[src/rtl/timer_regs.sv]
// timer_regs: host register block for one timer; optional CAPTURE register via TIMER_REGS_CAPTURE_EN
module timer_regs #(
    parameter int          ADDR_W   = 4,
    parameter logic [31:0] TERM_RST = 32'd0
) (
    input  logic              clk,
    input  logic              reset,
    input  logic              bus_req,
    input  logic              bus_wr,
    input  logic [ADDR_W-1:0] bus_addr,
    input  logic [31:0]       bus_wdata,
    output logic              bus_ack,
    output logic [31:0]       bus_rdata,
    output logic              ro_trig_start,
    output logic              ro_trig_halt,
    output logic              ro_mode,
    output logic [31:0]       ro_termcount,
    input  logic              rf_status,
    input  logic [31:0]       rf_currcount,
    input  logic              rf_int,
    output logic              irq
);
    typedef enum logic [1:0] {IDLE, ACK, HOLD} state_t;
    state_t      state, state_nx;
    logic        acc, wr_ctrl, wr_term, clr, int_edge;
    logic        int_en, int_pend, rf_int_q;
    logic [31:0] shadow, rd;
`ifdef TIMER_REGS_CAPTURE_EN
    logic [31:0] capture;
`endif
    assign acc      = state == IDLE && bus_req;
    assign wr_ctrl  = acc && bus_wr && bus_addr == ADDR_W'(0);
    assign wr_term  = acc && bus_wr && bus_addr == ADDR_W'(1);
    assign clr      = acc && bus_wr && bus_addr == ADDR_W'(4) && bus_wdata[0];
    assign int_edge = rf_int && !rf_int_q;
    // Next state and ack; HOLD absorbs a request still high after the ack
    always_comb begin
        state_nx = acc ? ACK : state == ACK ? HOLD : (state == HOLD && !bus_req) ? IDLE : state;
        bus_ack  = state == ACK;
    end
    // Bus FSM state register
    always_ff @(posedge clk or negedge reset) begin
        if (!reset) state <= IDLE;
        else        state <= state_nx;
    end
    // Read mux sampled at accept
    always_comb begin
        rd = 32'd0;
        case (bus_addr)
            ADDR_W'(0): rd = {28'd0, int_en, ro_mode, 2'b00};
            ADDR_W'(1): rd = shadow;
            ADDR_W'(2): rd = {30'd0, int_pend, rf_status};
            ADDR_W'(3): rd = rf_currcount;
            ADDR_W'(4): rd = {31'd0, int_pend};
`ifdef TIMER_REGS_CAPTURE_EN
            ADDR_W'(5): rd = capture;
`endif
            default:    rd = 32'd0;
        endcase
    end
    // Control fields, read data and one-cycle trigger pulses; HALT overrides START
    always_ff @(posedge clk or negedge reset) begin
        if (!reset) begin
            bus_rdata     <= 32'd0;
            ro_trig_start <= 1'b0;
            ro_trig_halt  <= 1'b0;
            ro_mode       <= 1'b0;
            int_en        <= 1'b0;
            shadow        <= TERM_RST;
        end else begin
            ro_trig_start <= wr_ctrl && bus_wdata[0] && !bus_wdata[1];
            ro_trig_halt  <= wr_ctrl && bus_wdata[1];
            if (acc && !bus_wr) bus_rdata <= rd;
            if (wr_ctrl) {int_en, ro_mode} <= bus_wdata[3:2];
            if (wr_term) shadow <= bus_wdata;
        end
    end
    // Terminal count follows the shadow only while the timer is idle or being started
    always_ff @(posedge clk or negedge reset) begin
        if (!reset)                         ro_termcount <= TERM_RST;
        else if (!rf_status || ro_trig_start) ro_termcount <= shadow;
    end
    // Sticky interrupt: rising edge sets (wins over clear), INTCLR clears, irq masked by INT_EN
    always_ff @(posedge clk or negedge reset) begin
        if (!reset) begin
            rf_int_q <= 1'b0;
            int_pend <= 1'b0;
            irq      <= 1'b0;
        end else begin
            rf_int_q <= rf_int;
            int_pend <= int_edge ? 1'b1 : clr ? 1'b0 : int_pend;
            irq      <= int_pend && int_en;
        end
    end
`ifdef TIMER_REGS_CAPTURE_EN
    // Snapshot the current count on every interrupt edge, even if already pending
    always_ff @(posedge clk or negedge reset) begin
        if (!reset)        capture <= 32'd0;
        else if (int_edge) capture <= rf_currcount;
    end
`endif
endmodule

[config.mk]
export PLATFORM = sky130hd
export DESIGN_NAME = timer_regs
export DESIGN_NICKNAME = d
export VERILOG_FILES = /design/src/rtl/timer_regs.sv
export SDC_FILE = /design/constraint.sdc
export NUM_CORES = 1
export LEC_CHECK = 0
export ABC_AREA = 1
export ABC_CLOCK_PERIOD_IN_PS = 1600
export CAP_MARGIN = 10
export CELL_PAD_IN_SITES_DETAIL_PLACEMENT = 1
export CELL_PAD_IN_SITES_GLOBAL_PLACEMENT = 1
export CORE_UTILIZATION = 33
export CTS_CLUSTER_DIAMETER = 120
export DETAILED_ROUTE_END_ITERATION = 16
export PLACE_DENSITY_LB_ADDON = 0.3
export SYNTH_ARGS = -nofsm -noshare
export SYNTH_HDL_FRONTEND = slang
export SYNTH_SLANG_ARGS = --single-unit
[constraint.sdc]
create_clock -name clk -period 1.6 [get_ports clk]
set_clock_uncertainty 0.05 [all_clocks]
set_input_delay 0.48 -clock clk [delete_from_list [all_inputs] [get_ports clk]]
set_output_delay 0.48 -clock clk [all_outputs]
set_load 0.02 [all_outputs]
Yosys cells after proc, flatten, opt, wreduce, memory -nomap -nowiden
Cells that the tools add are included.

word-level totals
  register bits = 105
  bits of input ports = 74
  output and inout port bits = 69
  word-level logic and storage cells = 46

cells by class
  muxes and demuxes = 6
  reduce and logical (&&, ||, !) cells = 23
  equal/unequal tests = 6

operators with widths
  cell                count
  $pmux 32 s5         1
  $logic_and 1x1->1   13
  $eq 4x2->1 const B  2
  $mux 2              3
  $logic_not 1->1     5
  $eq 4x1->1 const B  1
  $eq 4x3->1 const B  1
  $logic_not 4->1     1
  $reduce_bool 3->1   1
  $eq 2x1->1 const B  1
  $eq 2x2->1 const B  1
  $logic_not 2->1     1
  $mux 1              2
  $reduce_bool 2->1   1
  $logic_or 1x1->1    1

Logic depth before layout (Yosys ltp)
  depth in word-level cells = 7
  gate-level depth with buffers = 8
  mapped depth without buffers = 7

Worst setup path before layout
Ideal clock, no wire load.

  kind = register to register
  start = register ro_trig_start
  end = register ro_termcount[2]
  stages on the path, launching flop included = 5
  data required time = 1.425 ns
  path slack = 0.272 ns
  library setup time = 0.125 ns
  period minus slack after synthesis = 1.328 ns
  data arrival time = 1.154 ns
  path buffers = 1
  cells stage by stage = dfrtp_1 inv_1 nand2_1 buf_2 mux2_2

on the way
  cells in the longest elaborated chain, start to end = 1

ends and longest elaborated chain
  element                 RTL line  RTL
  from (decl)             14        output logic ro_trig_start,
  from (signal assigned)  71        ro_trig_start <= wr_ctrl && bus_wdata[0] && !bus_wdata[1];
  $logic_or 1x1->1        81        else if (!rf_status || ro_trig_start) ro_termcount <= shadow;
  to (signal assigned)    81
  to (decl)               17        output logic [31:0] ro_termcount,

No other way between the ends.
A chain may end at the register's enable or synchronous reset.

Worst setup path after layout
  start = register ro_termcount[25]
  end = output ro_termcount[25]

No word-level cell between the ends.

==> results_dict.tcl <==
set metrics [dict create \
    run_status "finished, final reports clean" \
    setup_violations 0 \
    htree_levels 3 \
    design.portCount 143 \
    floorplan.die.height_um 117.0 \
    synth-edff-count 0 \
    worst_slew_pin_slew_ns 0.2711 \
    globalRouteOverflowTotal 0 \
    cap_violations 0 \
    category_of_cells_accounting_for_the_largest_share_of_critical_path_delay "flip-flops" \
    crit_buf_inv 1 \
    layout.area.seq_sq_um 2628 \
    ys_async_sr_fraction_pct 100.0 \
    route.detailed.wl_per_inst_um 16.87 \
    numCtsBuffers 9 \
    yosys_warnings 0 \
    design.core.area_sq_um 12770 \
    critical_path.reg2reg.startpoint "state[1]" \
    tritoncts "yes" \
    critPathLaunchType "flip-flop" \
    worst_skew_late_latency_ns 0.34 \
    arrival_ns 1.04 \
    layout.cells.non_filler 842 \
    placedCellCount 816 \
    ys_types 19 \
    grt.total_usage_pct 22.36 \
    gpl.final_weighted_congestion 0.7765 \
    diodes 0 \
    worstSetupPathType "flip-flop to output port" \
    grt_max_degree 39 \
    total_power_mw 5.261 \
    post_synth.cell_area_avg_sq_um 8.689 \
    syn_inst 502 \
    cts_root_cell "clkbuf_16" \
    wirelength_mm 14.20 \
    maxClockFrequency_mhz 636.0 \
    route.detailed.drc 0 \
    die_w_um 117.0 \
    final_nets 739 \
    worst-path-max-fanout 2 \
    drive_above_1_share_pct 11.34 \
    antenna_found_initial 0 \
    static-leakage-power_nw 3.099 \
    seq_area_frac_synth_pct 60.24 \
    first_iter_violations 254 \
    max-vdd-ir-drop_mv 0.4001 \
    first_pass_iters 4 \
    place.detailed.hpwl_mm 9.614 \
    num_vias 4008 \
    count_of_buffers_inserted_at_the_top_level_ports 142 \
    timing.final.max_slew_violations 0 \
    initial_core_util_pct 34.15 \
    multi_input_combinational_cell_area_sq_um 1464 \
    die_area_sq_um 13680 \
    clock_sink_count 105 \
    grt_pass1_vias 4373 \
    synth-main-ff-cell "dfrtp_1" \
    hold_class "flip-flop to flip-flop" \
    rows 41 \
    clk_pin_slew_ns 0.07 \
    path_cells "dlygate4sd2_1" \
    final.min_clock_period_ns 1.572 \
    synth_nets 576 \
    power_density_nw_per_um2 803.9 \
    layout-area-overhead-vs-synth_pct 50.03 \
    holdCritStartpoint "rf_int_q" \
    syn_area_sq_um 4362 \
    cell_type_of_the_slowest_stage_on_the_worst_timing_path "dfrtp_1" \
    fillers 1468 \
    first_pass_grt_wire_length_mm 22.90 \
    cts_max_path_buffers 2 \
    critical_path.endpoint_type "output port" \
    finalCritPeriodShare_pct 98.26 \
    crit_start "ro_termcount[25]" \
    max_stage_delay_ns 0.38 \
    rsz0062_at_grt "false" \
    report.final.hold_viol_count 0 \
    postSynthRegisterBits 105 \
    count_of_antenna_violating_nets_left_after_detailed_routing 0 \
    via_per_inst 4.760 \
    timing.max_slew.rel_slack_pct 81.87 \
    worst_ep_required_time_ns 1.07 \
]
[kinds of logic (layout without fill, tap and decap cells)]
kind of cell           count (synthesis)  in the layout  share of synthesized area (%)
AO/OA/AOI/OAI                         93             93                          10.67
buffers and inverters                 65            233                          6.483
flip-flops                           105            105                          60.24
multiplexers                           4              4                          1.033
AND/OR/NAND/NOR                      235            235                          21.57
[cells in the mapped netlist (2+ instances only)]
library cell | number | area (sq um)
inv_2 | 3 | 11.26
o21ai_1 | 14 | 70.07
mux2_2 | 4 | 45.04
nand3_1 | 12 | 60.06
a21oi_1 | 28 | 140.1
dfrtp_1 | 105 | 2628
nand2_1 | 180 | 675.7
buf_4 | 7 | 52.55
nand2_2 | 2 | 12.51
buf_2 | 10 | 50.05
nor2_2 | 2 | 12.51
nor2_1 | 33 | 123.9
clkbuf_1 | 7 | 26.28
inv_1 | 38 | 142.6
nor2_4 | 3 | 33.78
o21ai_0 | 51 | 255.2
[cells in the final DEF, fill, tap and decap left out, drive strengths merged]
cell	count
a21oi	28
buf	32
bufbuf	3
bufinv	1
clkbuf	27
clkdlybuf4s15	46
clkdlybuf4s50	66
clkinvlp	1
dfrtp	105
dlygate4sd2	15
dlygate4sd3	1
inv	41
mux2	4
nand2	182
nand3	13
nor2	38
nor3	1
nor3b	1
o21ai	65
[path summary, 6_finish.rpt]
kind	to	slack, ns	cells after the start
min in group asynchronous	bus_rdata[10]	0.51	2
worst min register to register	int_pend	0.43	3
worst max-delay path	ro_termcount[25]	0.03	1
max in group asynchronous	shadow[3]	0.45	3
worst max register to register	shadow[22]	0.11	9
worst min-delay path	int_pend	0.43	3
[metrics by stage]
stage	setup TNS [ns]	instance area (sq um)	util [%]	hold WS [ns]	worst slack, ns
2_1_floorplan	0	4362	-	0.1344	0.2715
3_3_place_gp	-22.70	6130	47.99	0.3230	-0.3219
3_5_place_dp	-28.48	6130	47.99	0.3236	-0.4370
4_1_cts	0	6575	51.47	0.4310	0.0002094
5_1_grt	0	6544	51.23	0.4533	0.0007566
6_report	0	6544	51.23	0.4283	0.02776
[layer usage]
layer	part of all wire, %	track usage (%)
met1	45	29.01
met2	49	38.30
met3	5.2	3.811
met4	1.5	6.920
met5	0	0
[where the power goes]
group | internal (mW) | switching, mW | leakage [nW]
clock network | 1.26 | 0.959 | 0.137
logic | 0.210 | 0.177 | 1.80
registers | 2.65 | 0.000267 | 1.16
[layout make-up]
cell class,count,area share (%)
inverter,41,2.352
multi-input combinational,332,22.37
tap,172,3.289
timing repair buffer,176,27.38
sequential,105,40.15
clock buffer,14,3.881
clock inverter,2,0.5736
[registers in the layout (all words and copies together) (netlist names)]
name           count
int_en             1
rf_int_q           1
ro_trig_halt       1
ro_mode            1
state              2
bus_rdata         32
ro_termcount      32
ro_trig_start      1
irq                1
int_pend           1
shadow            32
[what timing repair did]
item,in CTS,in global routing
pin swaps,3,1
gates cloned,5,0
endpoints found under the setup margin,93,54
buffers inserted,4,0
hold buffers,1,0
gates resized for setup,115,45
endpoints found under the hold margin,14,0
No activity file was read; power rests on OpenSTA's default activity.
